$ cat config.mk
export PLATFORM = sky130hd
export DESIGN_NAME = mem_stage_ctrl
export DESIGN_NICKNAME = d
export VERILOG_FILES = /design/src/rtl/mem_stage_ctrl.sv
export SDC_FILE = /design/constraint.sdc
export NUM_CORES = 1
export LEC_CHECK = 0
export BUFFER_PORTS_ARGS = -buffer_cell sky130_fd_sc_hd__buf_2
export CAP_MARGIN = 25
export CORE_AREA = 2 2 231 233
export CTS_BUF_LIST = sky130_fd_sc_hd__clkbuf_4 sky130_fd_sc_hd__clkbuf_8
export DETAILED_ROUTE_END_ITERATION = 8
export DIE_AREA = 0 0 233 235
export PLACE_DENSITY = 0.47
export SKIP_LAST_GASP = 1
export SLEW_MARGIN = 20
export SYNTH_ARGS = -nofsm -noshare
export SYNTH_HDL_FRONTEND = slang
export SYNTH_SLANG_ARGS = --single-unit
$ cat constraint.sdc
create_clock -name clk -period 11.8 [get_ports clk]
set_input_delay 1.77 -clock clk [delete_from_list [all_inputs] [get_ports clk]]
set_output_delay 1.77 -clock clk [all_outputs]
set_load 0.005 [all_outputs]
$ cat src/rtl/mem_stage_ctrl.sv
// ============================================================================
// Module   : mem_stage_ctrl
// Purpose  : Memory-stage sequencer. It takes one load or store at a time from
//            execute, drives the data memory, and returns the response to
//            writeback. Optional build macro MEM_STAT_EN adds completion counters.
// Revision : 1.0 - initial release
// ============================================================================
`default_nettype none

module mem_stage_ctrl #(
    parameter int DEPTH = 256,
    parameter int DW    = 128,
    parameter int AW    = 32
) (
    input  wire logic          clk,
    input  wire logic          rst,
    input  wire logic          req_valid,
    output logic               req_ready,
    input  wire logic          req_is_st,
    input  wire logic [AW-1:0] req_addr,
    input  wire logic [DW-1:0] req_wdata,
    output logic               rsp_valid,
    input  wire logic          rsp_ready,
    output logic               rsp_is_st,
    output logic [DW-1:0]      rsp_rdata,
    output logic               rsp_err,
    output logic [AW-1:0]      mem_addr,
    output logic [DW-1:0]      mem_wdata,
    output logic [1:0]         mem_ctrl,
`ifdef MEM_STAT_EN
    output logic [31:0]        stat_loads,
    output logic [31:0]        stat_stores,
    output logic [31:0]        stat_errs,
`endif
    input  wire logic [DW-1:0] mem_rdata
);

    localparam logic [1:0]    c_MEMNOP = 2'b00;
    localparam logic [1:0]    c_MEMWLD = 2'b01;
    localparam logic [1:0]    c_MEMWST = 2'b10;
    localparam logic [AW-1:0] c_DEPTH  = AW'(DEPTH);

    typedef enum logic [1:0] {
        IDLE  = 2'd0,
        ISSUE = 2'd1,
        WAIT  = 2'd2,
        RESP  = 2'd3
    } state_t;

    state_t        r_state;
    logic          r_req_ready;
    logic          r_rsp_valid;
    logic          r_rsp_is_st;
    logic [DW-1:0] r_rsp_rdata;
    logic          r_rsp_err;
    logic [AW-1:0] r_mem_addr;
    logic [DW-1:0] r_mem_wdata;
    logic [1:0]    r_mem_ctrl;

    logic w_oor;
    logic w_rsp_hs;

    assign w_oor    = (req_addr >= c_DEPTH);
    assign w_rsp_hs = (r_state == RESP) && rsp_ready;

    // rsp_is_st doubles as the latched request type while the access is in flight.
    always_ff @(posedge clk or posedge rst) begin
        if (rst) begin
            r_state     <= IDLE;
            r_req_ready <= 1'b1;
            r_rsp_valid <= 1'b0;
            r_rsp_is_st <= 1'b0;
            r_rsp_rdata <= '0;
            r_rsp_err   <= 1'b0;
            r_mem_addr  <= '0;
            r_mem_wdata <= '0;
            r_mem_ctrl  <= c_MEMNOP;
        end else begin
            case (r_state)
                IDLE: begin
                    if (req_valid) begin
                        r_req_ready <= 1'b0;
                        r_rsp_is_st <= req_is_st;
                        r_rsp_rdata <= '0;
                        if (w_oor) begin
                            r_rsp_err   <= 1'b1;
                            r_rsp_valid <= 1'b1;
                            r_state     <= RESP;
                        end else begin
                            r_rsp_err   <= 1'b0;
                            r_mem_addr  <= req_addr;
                            r_mem_wdata <= req_wdata;
                            r_mem_ctrl  <= req_is_st ? c_MEMWST : c_MEMWLD;
                            r_state     <= ISSUE;
                        end
                    end
                end
                ISSUE: begin
                    if (r_rsp_is_st) begin
                        r_mem_ctrl  <= c_MEMNOP;
                        r_rsp_valid <= 1'b1;
                        r_state     <= RESP;
                    end else begin
                        r_state     <= WAIT;
                    end
                end
                WAIT: begin
                    r_rsp_rdata <= mem_rdata;
                    r_mem_ctrl  <= c_MEMNOP;
                    r_rsp_valid <= 1'b1;
                    r_state     <= RESP;
                end
                RESP: begin
                    if (rsp_ready) begin
                        r_rsp_valid <= 1'b0;
                        r_req_ready <= 1'b1;
                        r_state     <= IDLE;
                    end
                end
                default: begin
                    r_state <= IDLE;
                end
            endcase
        end
    end

`ifdef MEM_STAT_EN
    logic [31:0] r_stat_loads;
    logic [31:0] r_stat_stores;
    logic [31:0] r_stat_errs;

    always_ff @(posedge clk or posedge rst) begin
        if (rst) begin
            r_stat_loads  <= '0;
            r_stat_stores <= '0;
            r_stat_errs   <= '0;
        end else if (w_rsp_hs) begin
            if (r_rsp_err) begin
                if (r_stat_errs != 32'hFFFF_FFFF)
                    r_stat_errs <= r_stat_errs + 32'd1;
            end else if (r_rsp_is_st) begin
                if (r_stat_stores != 32'hFFFF_FFFF)
                    r_stat_stores <= r_stat_stores + 32'd1;
            end else begin
                if (r_stat_loads != 32'hFFFF_FFFF)
                    r_stat_loads <= r_stat_loads + 32'd1;
            end
        end
    end

    assign stat_loads  = r_stat_loads;
    assign stat_stores = r_stat_stores;
    assign stat_errs   = r_stat_errs;
`else
    logic w_unused;
    assign w_unused = w_rsp_hs;
`endif

    assign req_ready = r_req_ready;
    assign rsp_valid = r_rsp_valid;
    assign rsp_is_st = r_rsp_is_st;
    assign rsp_rdata = r_rsp_rdata;
    assign rsp_err   = r_rsp_err;
    assign mem_addr  = r_mem_addr;
    assign mem_wdata = r_mem_wdata;
    assign mem_ctrl  = r_mem_ctrl;

endmodule

`default_nettype wire

# Word level (Yosys, flattened, before mapping)
# Cells that the tools add are included.
# classes
n_lt_le_gt_ge	1
eq_ne	8
n_mux	21
bitwise	1
reduce_logical	11
# op_table
operator	count
case mux 128 bit (2 select lines)	1
2-to-1 mux 128 bit	1
>= comparator 32 x 9 -> 1 bit (second input constant)	1
2-to-1 mux 2 bit	7
!= test 2 bit (second input constant)	5
2-to-1 mux 1 bit	8
case mux 2 bit (4 select lines)	1
AND reduction 4 bit	2
case mux 2 bit (3 select lines)	1
AND reduction 2 bit	3
AND reduction 3 bit	2
== test 2 bit (second input constant)	2
case mux 1 bit (4 select lines)	1
nonzero test 2 bit	2
nonzero test 3 bit	1
== test 2 x 1 -> 1 bit (second input constant)	1
zero test 2 bit	1
case mux 1 bit (2 select lines)	1
inverter 1 bit	1
# totals
reg_bits	296
in_bits	293
out_inout_bits	294
wordCells	51

# Longest topological paths before layout
# depth
word_depth	4
mapped_depth	8

# Worst setup path before layout
# No wires, ideal clock.
# synth_timing
kind	input to register
start	in req_addr[8]
end	reg r_mem_wdata[100], in the netlist mem_wdata[100]
arrival_time_ps	3289
required_ps	11673
slack_ps	8383
cell_stages	6
n_path_buf	2
cell_sequence	nor4b_1 -> nand4_1 -> nor3_2 -> buf_6 -> buf_6 -> mux2_1
# synth_between
elab_chain_len	3
# synth_lines
element	line	text
start: declaration	20	input wire logic [AW-1:0] req_addr,
>= comparator 32 x 9 -> 1 bit	63	assign w_oor = (req_addr >= c_DEPTH);
inverter 1 bit (no source line)	n/a	
AND reduction 3 bit (no source line)	n/a	
end signal: assignment	92	r_mem_wdata <= req_wdata;
end: declaration	57	logic [DW-1:0] r_mem_wdata;
# Every way passes these cells.
# A chain may end at the register's enable or synchronous reset.

# Final worst setup path
# layout_timing
start	in req_addr[9]
end	reg r_mem_wdata[2], in the netlist mem_wdata[2]
# Same word-level chain as after synthesis.

==> impl_metrics.ini <==
[clock_tree]
cts_hold_buf = 0
cts.path.max_buffers = 3
clock_buffer_count_from_cts = 54
cts.repair.resized = 0
clock_sink_count = 296
clk_transition_reported_paths_ns = 0.05
worstSkewPairLatency_ns = 0.60
tritoncts = built
cts.htree.levels = 2
post_cts.repair.setup_buffers = 0
clk_root_buffer_cell = sky130_fd_sc_hd__clkbuf_8

[grt]
overall_global_routing_usage = 0.117
grt_ovf = 0
antenna_violations_before_repair = 10
grt_max_degree = 161
first_global_vias = 8478
grt_first_pass_wirelength_mm = 49.9

[synthesis]
synth_most_common_cell = sky130_fd_sc_hd__dfrtp_1
syn-mean-instance-area_um2 = 15.8
synthSimpleGateAreaFrac = 0.0278
yosysUniqueCellTypes = 32
synth-adder-area-share = 0.00464
edff_count_synth = 0
largest_family_of_logic_cells_by_synthesized_area = multiplexers
synth_seq_cells = 296
synth-async-reset-ratio = 1.00
yosysWarnings = 0
yosys.area.top_type = sky130_fd_sc_hd__dfrtp_1
syn-num-nets = 979
synthTopCellsByArea = sky130_fd_sc_hd__dfrtp_1, sky130_fd_sc_hd__a22o_1, sky130_fd_sc_hd__mux2_2, sky130_fd_sc_hd__mux2_1, sky130_fd_sc_hd__nor2b_1
synth_seq_area_share = 0.686
syn_area_um2 = 10800
instance_count_of_the_mapped_netlist = 682
yosys-mux-area-fraction = 0.146
synth_compound_area_frac = 0.111
yosysTopAreaCellShare = 0.684
yosys-top-cells-count = sky130_fd_sc_hd__dfrtp_1, sky130_fd_sc_hd__a22o_1, sky130_fd_sc_hd__mux2_2, sky130_fd_sc_hd__mux2_1, sky130_fd_sc_hd__clkbuf_1
synth_xor_xnor_area_share = 0
leading_register_cell_type_out_of_synthesis = sky130_fd_sc_hd__dfrtp_1

[drt]
topRoutingLayerUsed = met5
route.met3.wl_mm = 3.71
drc = 0
detailroute.via_count = 8008
drt_first_iter_violations = 269
ant_nets = 0
drt-vias-per-instance = 3.97
drt-total-wl_mm = 33.4
drt-wirelength-per-cell_um = 16.6
dr.pass1.iters = 4
wl_met1_mm = 12.4
met2_wirelength_mm = 16.3

[sta]
rsz_0062_raised_after_global_routing = no
final_max_slew_viol_count = 0
max_freq_mhz = 270
maxSlewHeadroom = 0.306
final_hold_viol_count = 0
timing.final.setup_violations = 0
final_critical_delay_including_setup_and_external_delays_ns = 3.71
skew_ns = 0.0133
layout_worst_path_cycle_share = 0.314
worst-slew-pin-transition_ns = 1.04
finalSetupTns_ns = 0

[pwr]
clock_power_share = 0.336
power.switching_fraction = 0.298
seqPwrFrac = 0.412
power.static_leakage_nw = 8.85
p_sw_mw = 0.966
cellInternalPower_mw = 2.27
power_per_cell_area_nw_per_um2 = 207
power.share.combinational = 0.253
total_design_power_mw = 3.24
irDropWorstVdd_mv = 0.103

[placed_design]
port_buffers = 586
gpl.final_weighted_congestion = 0.769
detailed_place_hpwl_mm = 23.9

[worst_setup_path]
worst_r2r_path_depth = 6
worst_ep_arrival_time_ns = 4.19
path_max_fanout = 160
startpoint_type = input pin
setup_crit_path_kind = in -> reg
end_kind = flop
worst_endpoint_required_time_ns = 12.28

[floorplan]
die_y_um = 235
floorplan.initialDensity = 0.207
io-pin-count = 587
coreArea_um2 = 52200
die_area_um2 = 54800
floorplan.die.width_um = 233
floorplan_row_count = 84

[worst_hold_path]
timing.hold.worst.class = reg -> reg
whs_path_depth = 1

[finish]
area_delta_synth_final_pct = 45.3
layout-drive-gt1-share = 0.578
multiInputGateArea_um2 = 3140
fill_cells = 5359
num-nets-final = 1581
seqCellArea_um2 = 7410

[flow_run]
max_cap_violations = 0

[outcome]
outcome = finished, final reports clean
==> layout by cell type, fill, tap and decap left out, types with 2 or more instances in the layout <==
| cell | netlist | final |
|---|---|---|
| sky130_fd_sc_hd__clkbuf_8 | 0 | 74 |
| sky130_fd_sc_hd__nand2_1 | 7 | 7 |
| sky130_fd_sc_hd__o221ai_1 | 2 | 2 |
| sky130_fd_sc_hd__nor2_1 | 3 | 3 |
| sky130_fd_sc_hd__nand2b_1 | 3 | 3 |
| sky130_fd_sc_hd__clkbuf_4 | 0 | 11 |
| sky130_fd_sc_hd__nor2b_1 | 24 | 24 |
| sky130_fd_sc_hd__inv_1 | 6 | 5 |
| sky130_fd_sc_hd__nand3_1 | 3 | 3 |
| sky130_fd_sc_hd__dfrtp_1 | 295 | 295 |
| sky130_fd_sc_hd__a22o_1 | 128 | 128 |
| sky130_fd_sc_hd__clkinv_2 | 0 | 5 |
| sky130_fd_sc_hd__buf_4 | 0 | 4 |
| sky130_fd_sc_hd__mux2_1 | 65 | 65 |
| sky130_fd_sc_hd__nor4_1 | 4 | 4 |
| sky130_fd_sc_hd__bufinv_16 | 0 | 3 |
| sky130_fd_sc_hd__ha_1 | 4 | 4 |
| sky130_fd_sc_hd__a21oi_1 | 4 | 4 |
| sky130_fd_sc_hd__diode_2 | 0 | 4 |
| sky130_fd_sc_hd__mux2i_1 | 3 | 2 |
| sky130_fd_sc_hd__buf_2 | 9 | 586 |
| sky130_fd_sc_hd__mux2_2 | 72 | 72 |
| sky130_fd_sc_hd__buf_12 | 0 | 2 |
==> final cells by class <==
class / instances / area share
diodes: 4 / 0.000638
clock inverters: 10 / 0.00838
multi-input cells: 334 / 0.200
clock buffers: 85 / 0.0702
well taps: 688 / 0.0549
flip-flops and latches: 296 / 0.472
inverters: 6 / 0.00191
repair buffers: 592 / 0.191
==> power by group through the flow <==
stage                     registers (mW)  clock network (mW)  logic [mW]
after floorplan                     1.35                   0       0.438
after global placement              1.35                   0       0.830
after CTS                           1.33                1.14       0.837
final                               1.33                1.09       0.819
after detailed placement            1.34                   0       0.844
after global routing                1.36                1.18       0.903
==> critical path, cell delays in order <==
cell	delay, ns
sky130_fd_sc_hd__buf_2	0.14
sky130_fd_sc_hd__nor4b_1	0.31
sky130_fd_sc_hd__nand4_1	0.38
sky130_fd_sc_hd__nor3_4	0.33
sky130_fd_sc_hd__buf_12	0.48
sky130_fd_sc_hd__mux2_2	0.42
==> layer usage <==
metal / vias to the layer above / GRT usage
met4: 12 / 0.0475
met2: 410 / 0.198
li1: 3714 / -
met3: 70 / 0.0533
met5: - / 0
met1: 3802 / 0.126
==> logic make-up after synthesis <==
group | after synthesis
mux | 140
simple gates | 51
flops | 296
compound gates | 139
fa+ha+maj | 4
buf+inv | 52
==> flip-flops by register name (all words and copies together), names as in the netlist <==
signal,cells
rsp_valid,1
r_state,2
mem_wdata,128
rsp_rdata,128
mem_addr,32
mem_ctrl,2
rsp_is_st,1
rsp_err,1
req_ready,1
==> per-stage QoR <==
step	hold slack [ns]	cells	area [um2]	utilization	setup slack (ns)
after global placement	0.462	1916	14400	0.276	7.52
after floorplan	0.483	682	10800	-	1.86
final	0.480	2015	15700	0.300	8.09
after detailed placement	0.471	1916	14400	0.276	7.51
after CTS	0.485	2011	15700	0.300	8.19
after global routing	0.494	2014	15700	0.300	8.01
==> final timing paths <==
path                           startpoint        endpoint  slack [ns]
min in group asynchronous             rst   mem_wdata[31]        1.28
setup reg to reg               r_state[0]  rsp_rdata[104]        8.35
hold / removal             mem_wdata[103]  mem_wdata[103]        0.48
setup / recovery              req_addr[9]    mem_wdata[2]        8.09
max in group asynchronous             rst   rsp_rdata[21]        9.14
hold reg to reg            mem_wdata[103]  mem_wdata[103]        0.48
Power figures use the tool's default switching activity.
